==> src/rtl/ser_pkg.sv <==
// Shared constants and state encoding for the serial front end and the
// pattern-detector benches that reuse its defaults.
package ser_pkg;

   typedef enum logic {
      ST_IDLE  = 1'b0,
      ST_SHIFT = 1'b1
   } state_t;

   localparam int unsigned DEF_WIDTH    = 8;
   localparam logic        DEF_IDLE_BIT = 1'b0;

   // Width of a length field able to hold 0..w.
   function automatic int unsigned len_bits(input int unsigned w);
      return $clog2(w + 1);
   endfunction

endpackage

==> src/rtl/bit_serializer_if.sv <==
// Word-in / bit-out signal bundle of the serializer.
interface bit_serializer_if #(
   parameter int unsigned WIDTH = ser_pkg::DEF_WIDTH
);
   localparam int unsigned LW = ser_pkg::len_bits(WIDTH);

   logic             s_valid;
   logic             s_ready;
   logic [WIDTH-1:0] s_data;
   logic [LW-1:0]    s_len;
   logic             ser_out;
   logic             ser_valid;
   logic             last;

   modport master (
      output s_valid, s_data, s_len,
      input  s_ready, ser_out, ser_valid, last
   );

   modport slave (
      input  s_valid, s_data, s_len,
      output s_ready, ser_out, ser_valid, last
   );
endinterface

==> src/rtl/bit_serializer.sv <==
// Parallel-to-serial converter: takes a word over valid/ready and shifts it
// out MSB first, one bit per clock, chaining words without a bubble.
module bit_serializer
   import ser_pkg::*;
#(
   parameter int unsigned WIDTH    = DEF_WIDTH,
   parameter logic        IDLE_BIT = DEF_IDLE_BIT
) (
   input  logic             clk,
   input  logic             rst,
   bit_serializer_if.slave  bus
);
   localparam int unsigned LW = len_bits(WIDTH);

   state_t           r_state, w_state_nxt;
   logic [WIDTH-1:0] r_shreg, w_shreg_nxt;
   logic [LW-1:0]    r_cnt,   w_cnt_nxt;
   logic [LW-1:0]    w_len_eff;
   logic             w_last;
   logic             w_ready;
   logic             w_accept;

   assign w_last   = (r_state == ST_SHIFT) && (r_cnt == '0);
   // Ready depends only on state (and reset), never on s_valid.
   assign w_ready  = !rst && ((r_state == ST_IDLE) || w_last);
   assign w_accept = bus.s_valid && w_ready;

   // Zero and oversize lengths both mean a full word.
   always_comb begin
      w_len_eff = bus.s_len;
      if ((bus.s_len == '0) || (bus.s_len > LW'(WIDTH)))
         w_len_eff = LW'(WIDTH);
   end

   always_comb begin
      w_state_nxt = r_state;
      w_shreg_nxt = r_shreg;
      w_cnt_nxt   = r_cnt;
      if (w_accept) begin
         w_state_nxt = ST_SHIFT;
         w_shreg_nxt = bus.s_data;
         w_cnt_nxt   = w_len_eff - LW'(1);
      end else begin
         case (r_state)
            ST_SHIFT: begin
               if (r_cnt == '0) begin
                  w_state_nxt = ST_IDLE;
               end else begin
                  w_shreg_nxt = {r_shreg[WIDTH-2:0], 1'b0};
                  w_cnt_nxt   = r_cnt - LW'(1);
               end
            end
            default: w_state_nxt = r_state;
         endcase
      end
   end

   always_ff @(posedge clk) begin
      if (rst) begin
         r_state <= ST_IDLE;
         r_shreg <= '0;
         r_cnt   <= '0;
      end else begin
         r_state <= w_state_nxt;
         r_shreg <= w_shreg_nxt;
         r_cnt   <= w_cnt_nxt;
      end
   end

   assign bus.s_ready   = w_ready;
   assign bus.ser_valid = (r_state == ST_SHIFT);
   assign bus.ser_out   = (r_state == ST_SHIFT) ? r_shreg[WIDTH-1] : IDLE_BIT;
   assign bus.last      = w_last;

endmodule

==> src/flat_wrapper.sv <==
// flat-port wrapper written by rule: the top's interface ports become plain ports
module bit_serializer_flat import ser_pkg::*;
#(
   parameter int unsigned WIDTH    = DEF_WIDTH,
   parameter logic        IDLE_BIT = DEF_IDLE_BIT
)
  (clk, rst, bus_s_valid, bus_s_data, bus_s_len, bus_s_ready, bus_ser_out, bus_ser_valid, bus_last);
  bit_serializer_if #(.WIDTH(WIDTH)) bus_i ();
  input  logic clk;
  input  logic rst;
  input wire logic [$bits(bus_i.s_valid)-1:0] bus_s_valid;
  input wire logic [$bits(bus_i.s_data)-1:0] bus_s_data;
  input wire logic [$bits(bus_i.s_len)-1:0] bus_s_len;
  output wire logic [$bits(bus_i.s_ready)-1:0] bus_s_ready;
  output wire logic [$bits(bus_i.ser_out)-1:0] bus_ser_out;
  output wire logic [$bits(bus_i.ser_valid)-1:0] bus_ser_valid;
  output wire logic [$bits(bus_i.last)-1:0] bus_last;
  assign bus_i.s_valid = bus_s_valid;
  assign bus_i.s_data = bus_s_data;
  assign bus_i.s_len = bus_s_len;
  assign bus_s_ready = bus_i.s_ready;
  assign bus_ser_out = bus_i.ser_out;
  assign bus_ser_valid = bus_i.ser_valid;
  assign bus_last = bus_i.last;
  bit_serializer #(.WIDTH(WIDTH), .IDLE_BIT(IDLE_BIT)) u_core (.clk(clk), .rst(rst), .bus(bus_i));
endmodule
==> config.mk <==
export PLATFORM = sky130hd
export DESIGN_NAME = bit_serializer_flat
export DESIGN_NICKNAME = d
export VERILOG_FILES = /design/src/rtl/ser_pkg.sv /design/src/rtl/bit_serializer_if.sv /design/src/rtl/bit_serializer.sv /design/src/flat_wrapper.sv
export SDC_FILE = /design/constraint.sdc
export NUM_CORES = 1
export LEC_CHECK = 0
export CAP_MARGIN = 40
export CELL_PAD_IN_SITES_DETAIL_PLACEMENT = 1
export CELL_PAD_IN_SITES_GLOBAL_PLACEMENT = 1
export CORE_MARGIN = 1
export CORE_UTILIZATION = 35
export CTS_CLUSTER_SIZE = 16
export DETAILED_ROUTE_END_ITERATION = 8
export GPL_ROUTABILITY_DRIVEN = 0
export HOLD_SLACK_MARGIN = 0.1
export PLACE_DENSITY_LB_ADDON = 0.1
export SYNTH_ARGS = -nofsm -noshare
export SYNTH_HDL_FRONTEND = slang
export SYNTH_SLANG_ARGS = --single-unit
==> constraint.sdc <==
create_clock -name clk -period 2.45 [get_ports clk]
set_input_delay 0.3675 -clock clk [delete_from_list [all_inputs] [get_ports clk]]
set_output_delay 0.3675 -clock clk [all_outputs]
set_load 0.02 [all_outputs]
==> results of run 1 <==
==> power by group <==
group / switching, mW / internal [mW]
sequential: 0.0214 / 0.239
clock: 0.0658 / 0.0630
combinational: 0.0963 / 0.108
==> layout make-up <==
class / count / area (um^2) / share of cell area
multi-input combinational: 54 / 420 / 0.425
sequential: 13 / 260 / 0.263
timing repair buffer: 25 / 233 / 0.235
tap: 27 / 33.8 / 0.0342
clock buffer: 4 / 26.3 / 0.0266
inverter: 4 / 15.0 / 0.0152
==> how the worst min path moves through the flow <==
stage / startpoint / cells after the start / to / slack, ps
finish: u_core.r_shreg[5] / 2 / u_core.r_shreg[6] / 500
global route: u_core.r_shreg[2] / 2 / u_core.r_shreg[3] / 540
CTS: u_core.r_shreg[5] / 2 / u_core.r_shreg[6] / 510
detailed placement: u_core.r_shreg[5] / 2 / u_core.r_shreg[6] / 500
global placement: u_core.r_shreg[0] / 2 / u_core.r_shreg[0] / 490
floorplan: u_core.r_shreg[0] / 2 / u_core.r_shreg[0] / 470
==> cell families (layout without fill, tap and decap cells) <==
kind of cell,after synthesis,after routing,share of synthesized area
fa+ha+maj,1,1,0.0171
simple gates,20,20,0.135
compound gates,23,23,0.288
buf+inv,9,33,0.0685
flops,13,13,0.356
xor+xnor,1,1,0.0120
mux,9,9,0.123
==> metrics by stage <==
| step | total power, mW | std cells | hold slack [ps] |
|---|---|---|---|
| after CTS | 0.603 | 127 | 513 |
| after detailed placement | 0.471 | 123 | 497 |
| final | 0.593 | 127 | 502 |
| after global placement | 0.467 | 123 | 489 |
| after global routing | 0.635 | 127 | 542 |
| after floorplan | 0.404 | 76 | 469 |
==> metal layers <==
layer / GRT usage / part of all wire / vias up
li1: - / - / 329
met1: 0.219 / 0.46 / 313
met2: 0.278 / 0.49 / 10
met3: 0.0340 / 0.032 / 2
met4: 0.0667 / 0.0085 / 0
met5: 0 / 0 / -
==> worst max-delay path: stages (launching register included) <==
cell and delay, ps:
dfxtp_1 320, buf_4 160, o41ai_4 430, nand2_4 100, inv_1 60, clkdlybuf4s50_1 590
==> state kept, by name, indices dropped and copies added (netlist names) <==
| signal | flops |
|---|---|
| u_core.r_cnt | 4 |
| u_core.r_shreg | 8 |
| u_core.bus.ser_valid | 1 |
==> Yosys cell counts <==
master / count / area (um^2)
or2b_1: 1 / 7.51
nand2_1: 3 / 11.3
a211oi_1: 7 / 52.6
o31ai_1: 1 / 7.51
o31a_1: 1 / 8.76
o311a_2: 1 / 11.3
o41a_1: 1 / 11.3
mux2i_1: 9 / 90.1
o2111ai_1: 1 / 8.76
buf_2: 1 / 5.00
nand2b_1: 1 / 6.26
inv_1: 4 / 15.0
a221oi_1: 1 / 8.76
nor2_1: 9 / 33.8
a31oi_1: 1 / 6.26
a21o_1: 2 / 15.0
nor2_2: 1 / 6.26
and2_1: 1 / 6.26
o21ai_0: 1 / 5.00
buf_6: 2 / 22.5
o41ai_4: 1 / 27.5
a21oi_1: 2 / 10.0
o21ba_2: 1 / 10.0
ha_1: 1 / 12.5
nand2_4: 1 / 11.3
nor2b_1: 1 / 6.26
nor3_1: 2 / 10.0
xor2_1: 1 / 8.76
clkbuf_1: 1 / 3.75
buf_1: 1 / 3.75
o2111a_1: 1 / 11.3
dfxtp_1: 13 / 260
o32ai_2: 1 / 16.3
==> qor.yml, run 1 <==
hold_path:
  hp-class: "reg -> reg"
clock_network:
  hold_buffers: 0
  cts_tree: "yes"
  clk_path_buf_depth: 2
  cts_setup_buffers: 0
  cts_root_buf: "clkbuf_4"
  clk_latency_ps: 270
  h-tree-depth: 1
  cts.sinks: 13
  clk_pin_slew_ps: 80
  ctsResizeCount: 0
  cts_made_buffers: 3
route:
  routed_via_density: 5.15
  wl_per_cell_um: 12.9
  ant_nets: 0
  drtIter0Drc: 3
  drc: 0
  vias: 654
  dr.pass1.iters: 3
  wirelength_um: 1640
grt:
  grt_util_all_layers: 0.170
  antenna_found_initial: 0
  grt_pass1_vias: 605
  grt_pass1_wl_um: 2640
  grt-ovfl-total: 0
  grt_max_degree: 19
run_status:
  status: "finished clean"
floorplan:
  pin_count: 19
  start_util: 0.372
  die_x_um: 47.7
  die_h_um: 47.7
  core-area_um2: 1960
  rows: 16
  dieArea_um2: 2270
yosys:
  synthCells: 76
  ys_seq_elements: 13
  synthesis.nets: 92
  synth_warnings: 0
  yosysUniqueCellTypes: 33
  seq_area_frac_synth: 0.356
  synthesis.area_um2: 731
  avgSynthCellArea_um2: 9.61
sta:
  slew_violations: 0
  rsz0062_at_grt: "no"
  worstMarginPinSlew_ps: 401
  final-setup-viol-count: 0
  fin_crit_ps: 2310
  max_slew_margin: 0.732
  min_period_over_period: 0.941
  clock_skew_ps: 1.33
  timing.fmax_ghz: 0.434
  setup_ws_ps: 144
  setup_tns_ps: 0
  hold_viol_final: 0
job:
  drv_cap: 0
worst_setup_path:
  critPathKind: "reg -> out"
  rr_worst_depth: 6
  critPathLaunch: "u_core.r_cnt[2]"
  r2r_slack_ps: 370
  worstSetupStartpointType: "flip-flop"
  critical_path.endpoint: "bus_s_ready"
  endpoint_kind: "primary output"
  worstPathRequired_ps: 2080
  critPathMaxFanout: 7
  cp.arrival_ps: 1940
  r2r-end: "u_core.r_cnt[2]"
  timing.rr.start: "u_core.r_cnt[1]"
layout:
  layout-drive-gt1-share: 0.160
  final_util: 0.504
  syn_to_final_growth_pct: 35.3
  final_nets: 117
  layout_common_cells: "clkdlybuf4s50_1 (18), dfxtp_1 (13), mux2i_1 (9), nor2_1 (9)"
  final_common_cell: "clkdlybuf4s50_1"
  n_antenna_cell: 0
  fin_area_um2: 988
  nFillCells: 248
place:
  place.port_buffers: 18
  dp_hpwl_um: 1250
  postPlaceCellArea_um2: 962
  pre_cts_ws_ps: 180
power_and_ir_drop:
  p_leak_nw: 0.418
  ir_worst_vdd_mv: 0.366
  power_density_nw_per_um2: 600
No activity file was read; power rests on OpenSTA's default activity.
==> inputs of run 2 (changes only) <==
--- a/config.mk
+++ b/config.mk
@@ -9,7 +9,8 @@
 export CELL_PAD_IN_SITES_DETAIL_PLACEMENT = 1
 export CELL_PAD_IN_SITES_GLOBAL_PLACEMENT = 1
 export CORE_MARGIN = 1
-export CORE_UTILIZATION = 35
+export CORE_UTILIZATION = 31
+export CTS_CLUSTER_DIAMETER = 200
 export CTS_CLUSTER_SIZE = 16
 export DETAILED_ROUTE_END_ITERATION = 8
 export GPL_ROUTABILITY_DRIVEN = 0
==> constraint.sdc (replaced) <==
create_clock -name clk -period 1.9 [get_ports clk]
set_input_delay 0.285 -clock clk [delete_from_list [all_inputs] [get_ports clk]]
set_output_delay 0.285 -clock clk [all_outputs]
set_load 0.02 [all_outputs]
==> run 2 against run 1 <==
Net effect:
- clock power grew 39%
- design area grew 9.1%
- cell count grew 7.9%
- sequential share of layout area shrank 1.6 points
- non-clock buffer count grew 9
- the run now ends with negative setup slack left
- highest routed layer unchanged
==> qor.yml, run 2 (synthesis results as in run 1) <==
layout:
  layout_common_cells: "clkdlybuf4s50_1 (16), buf_4 (16), dfxtp_1 (10)"
  regMostFlops: "u_core.r_shreg"
  final_nets: 126  # +7.7%
  layout-drive-gt1-share: 0.294  # +0.134
  n_antenna_cell: 0  # unchanged
  largest_register_ffs: 8  # unchanged
  final_util: 0.488  # -0.0163
  syn_to_final_growth_pct: 47.6
clock_network:
  clk_pin_slew_ps: 90  # about the same
  cts.sinks: 13  # unchanged
  clk_latency_ps: 280  # about the same
  hold_buffers: 0  # unchanged
  cts_tree: "yes"
  h-tree-depth: 1  # unchanged
  clk_path_buf_depth: 2  # unchanged
  cts_root_buf: "clkbuf_4"
  cts_made_buffers: 3  # unchanged
sta:
  slew_violations: 0  # unchanged
  rsz0062_at_grt: "yes"
  worstMarginPinSlew_ps: 334  # -66.8 ps
  hold_viol_final: 0  # unchanged
  fin_crit_ps: 1950
  min_period_over_period: 1.03
  final-setup-viol-count: 1  # +1
  max_slew_margin: 0.777  # +0.0441
  holdWs_ps: 507  # +4.09 ps
  clock_skew_ps: 2.50  # +1.17 ps
  setup_ws_ps: -49.3  # -193 ps
  timing.fmax_ghz: 0.513
  setup_tns_ps: -49.3  # -49.3 ps
floorplan:
  pin_count: 19  # unchanged
  die_h_um: 50.6  # +6.0%
  dieArea_um2: 2560  # +12%
  die_x_um: 50.6  # +6.0%
  start_util: 0.330  # -0.0421
  core-area_um2: 2210  # +13%
  rows: 17  # +1
worst_setup_path:
  crit_path_top_delay_cell: "o41a_1"
  critPathMaxFanout: 3  # -4
  critPathLaunch: "u_core.r_cnt[1]"
  worstSetupStartpointType: "flip-flop"
  worstPathRequired_ps: 2100  # +20 ps
  crit_path_max_incr_delay_ps: 430  # -160 ps
  rr_worst_depth: 6  # unchanged
  critPathKind: "reg -> reg"
  timing.rr.start: "u_core.r_cnt[1]"
  r2r-end: "u_core.r_cnt[2]"
  cp.arrival_ps: 2150  # +210 ps
  path_delay_family: "compound AO/OA/AOI/OAI gates"
  cp_cell_sequence: "o41a_1, nor3_2, a31oi_1, ha_2, o311a_4, o32ai_2"
  cp.buffers_inverters: 0  # -3
  r2r_slack_ps: -50  # -420 ps
  endpoint_kind: "flip-flop"
hold_path:
  hp-class: "reg -> reg"
  worstHoldPathCells: 2  # unchanged
  min_delay_worst_endpoint: "u_core.r_shreg[6]"
  hp-start: "u_core.r_shreg[5]"
power_and_ir_drop:
  power_density_nw_per_um2: 759  # +26%
  switchingPower_mw: 0.264  # +44%
  p_int_mw: 0.555  # +35%
  clkPwrFrac: 0.219  # +0.002
  switching_share: 0.322  # +0.0126
  pwr-share-seq: 0.410  # -0.029
  p_leak_nw: 0.473  # +13%
  ir_worst_vdd_mv: 0.358  # -2.1%
  comb_power_share: 0.370  # +0.026
route:
  ant_nets: 0  # unchanged
  drc: 0  # unchanged
  wirelength_um: 1830  # +12%
  wl_per_cell_um: 13.3  # +3.4%
  drtIter0Drc: 3  # unchanged
  vias: 667  # +2.0%
  dr.pass1.iters: 2  # -1
  routed_via_density: 4.87  # -5.5%
grt:
  antenna_found_initial: 0  # unchanged
  grt-ovfl-total: 0  # unchanged
  grt_pass1_vias: 653  # +7.9%
  grt.met3_usage: 0.0364  # +0.00240
  use_met2: 0.253  # -0.0250
  grt_max_degree: 19  # unchanged
  grt_pass1_wl_um: 2960  # +12%
  grt_util_all_layers: 0.158  # -0.0123
  use_met1: 0.205  # -0.0135
  busiest_layer: "met2"
run_status:
  status: "finished, violations left"
  violations: "negative setup slack"
place:
  pre_cts_ws_ps: -151  # -332 ps
  dp_hpwl_um: 1370  # +9.9%
  place.port_buffers: 18  # unchanged
job:
  drv_cap: 0  # unchanged
[run 2: worst max-delay path by stage]
stage	end	slack, ps	cells after the start
3_5_place_dp	u_core.r_cnt[2]	-150	7
5_1_grt	u_core.r_cnt[2]	-140	7
3_3_place_gp	u_core.r_cnt[2]	-110	7
4_1_cts	u_core.r_cnt[2]	-60	6
6_report	u_core.r_cnt[2]	-50	6
2_1_floorplan	u_core.r_cnt[2]	10	6
[run 2: tightest hold or removal path, delay by kind of cell, from the launching register on]
| family | cells | cell delay [ps] |
|---|---|---|
| compound gates | 1 | 50 |
| flops | 1 | 320 |
| simple gates | 1 | 90 |
[run 2: timing repair]
item / in CTS / in global routing
gates cloned: 0 / 0
buffers inserted: 0 / 0
gates resized for setup: 4 / 3
pin swaps: 5 / 1
endpoints found under the setup margin: 4 / 3
[run 2: area by class of cell]
| class | count | area, um^2 |
|---|---|---|
| Clock buffer | 4 | 26.3 |
| Sequential cell | 13 | 267 |
| Inverter | 4 | 15.0 |
| Tap cell | 28 | 35.0 |
| Multi-Input combinational cell | 54 | 442 |
| Timing Repair Buffer | 34 | 294 |
| Fill cell | 270 | 1130 |
[run 2: metal layers]
layer	vias up	wire, um
met5	-	0
met4	0	14
met3	2	55
met2	10	825
met1	307	932
li1	348	-
[run 2: power groups by stage]
stage	Sequential [mW]	Combinational, mW	Clock (mW)
6_report	0.336	0.303	0.179
5_1_grt	0.340	0.331	0.197
3_5_place_dp	0.342	0.304	0
3_3_place_gp	0.341	0.298	0
4_1_cts	0.337	0.302	0.187
2_1_floorplan	0.337	0.193	0
[run 2: through the flow]
step           area (um^2)  power (mW)  instances
4_1_cts               1080       0.826        137
3_3_place_gp          1050       0.639        133
3_5_place_dp          1050       0.646        133
2_1_floorplan          753       0.530         76
5_1_grt               1080       0.869        137
6_report              1080       0.819        137
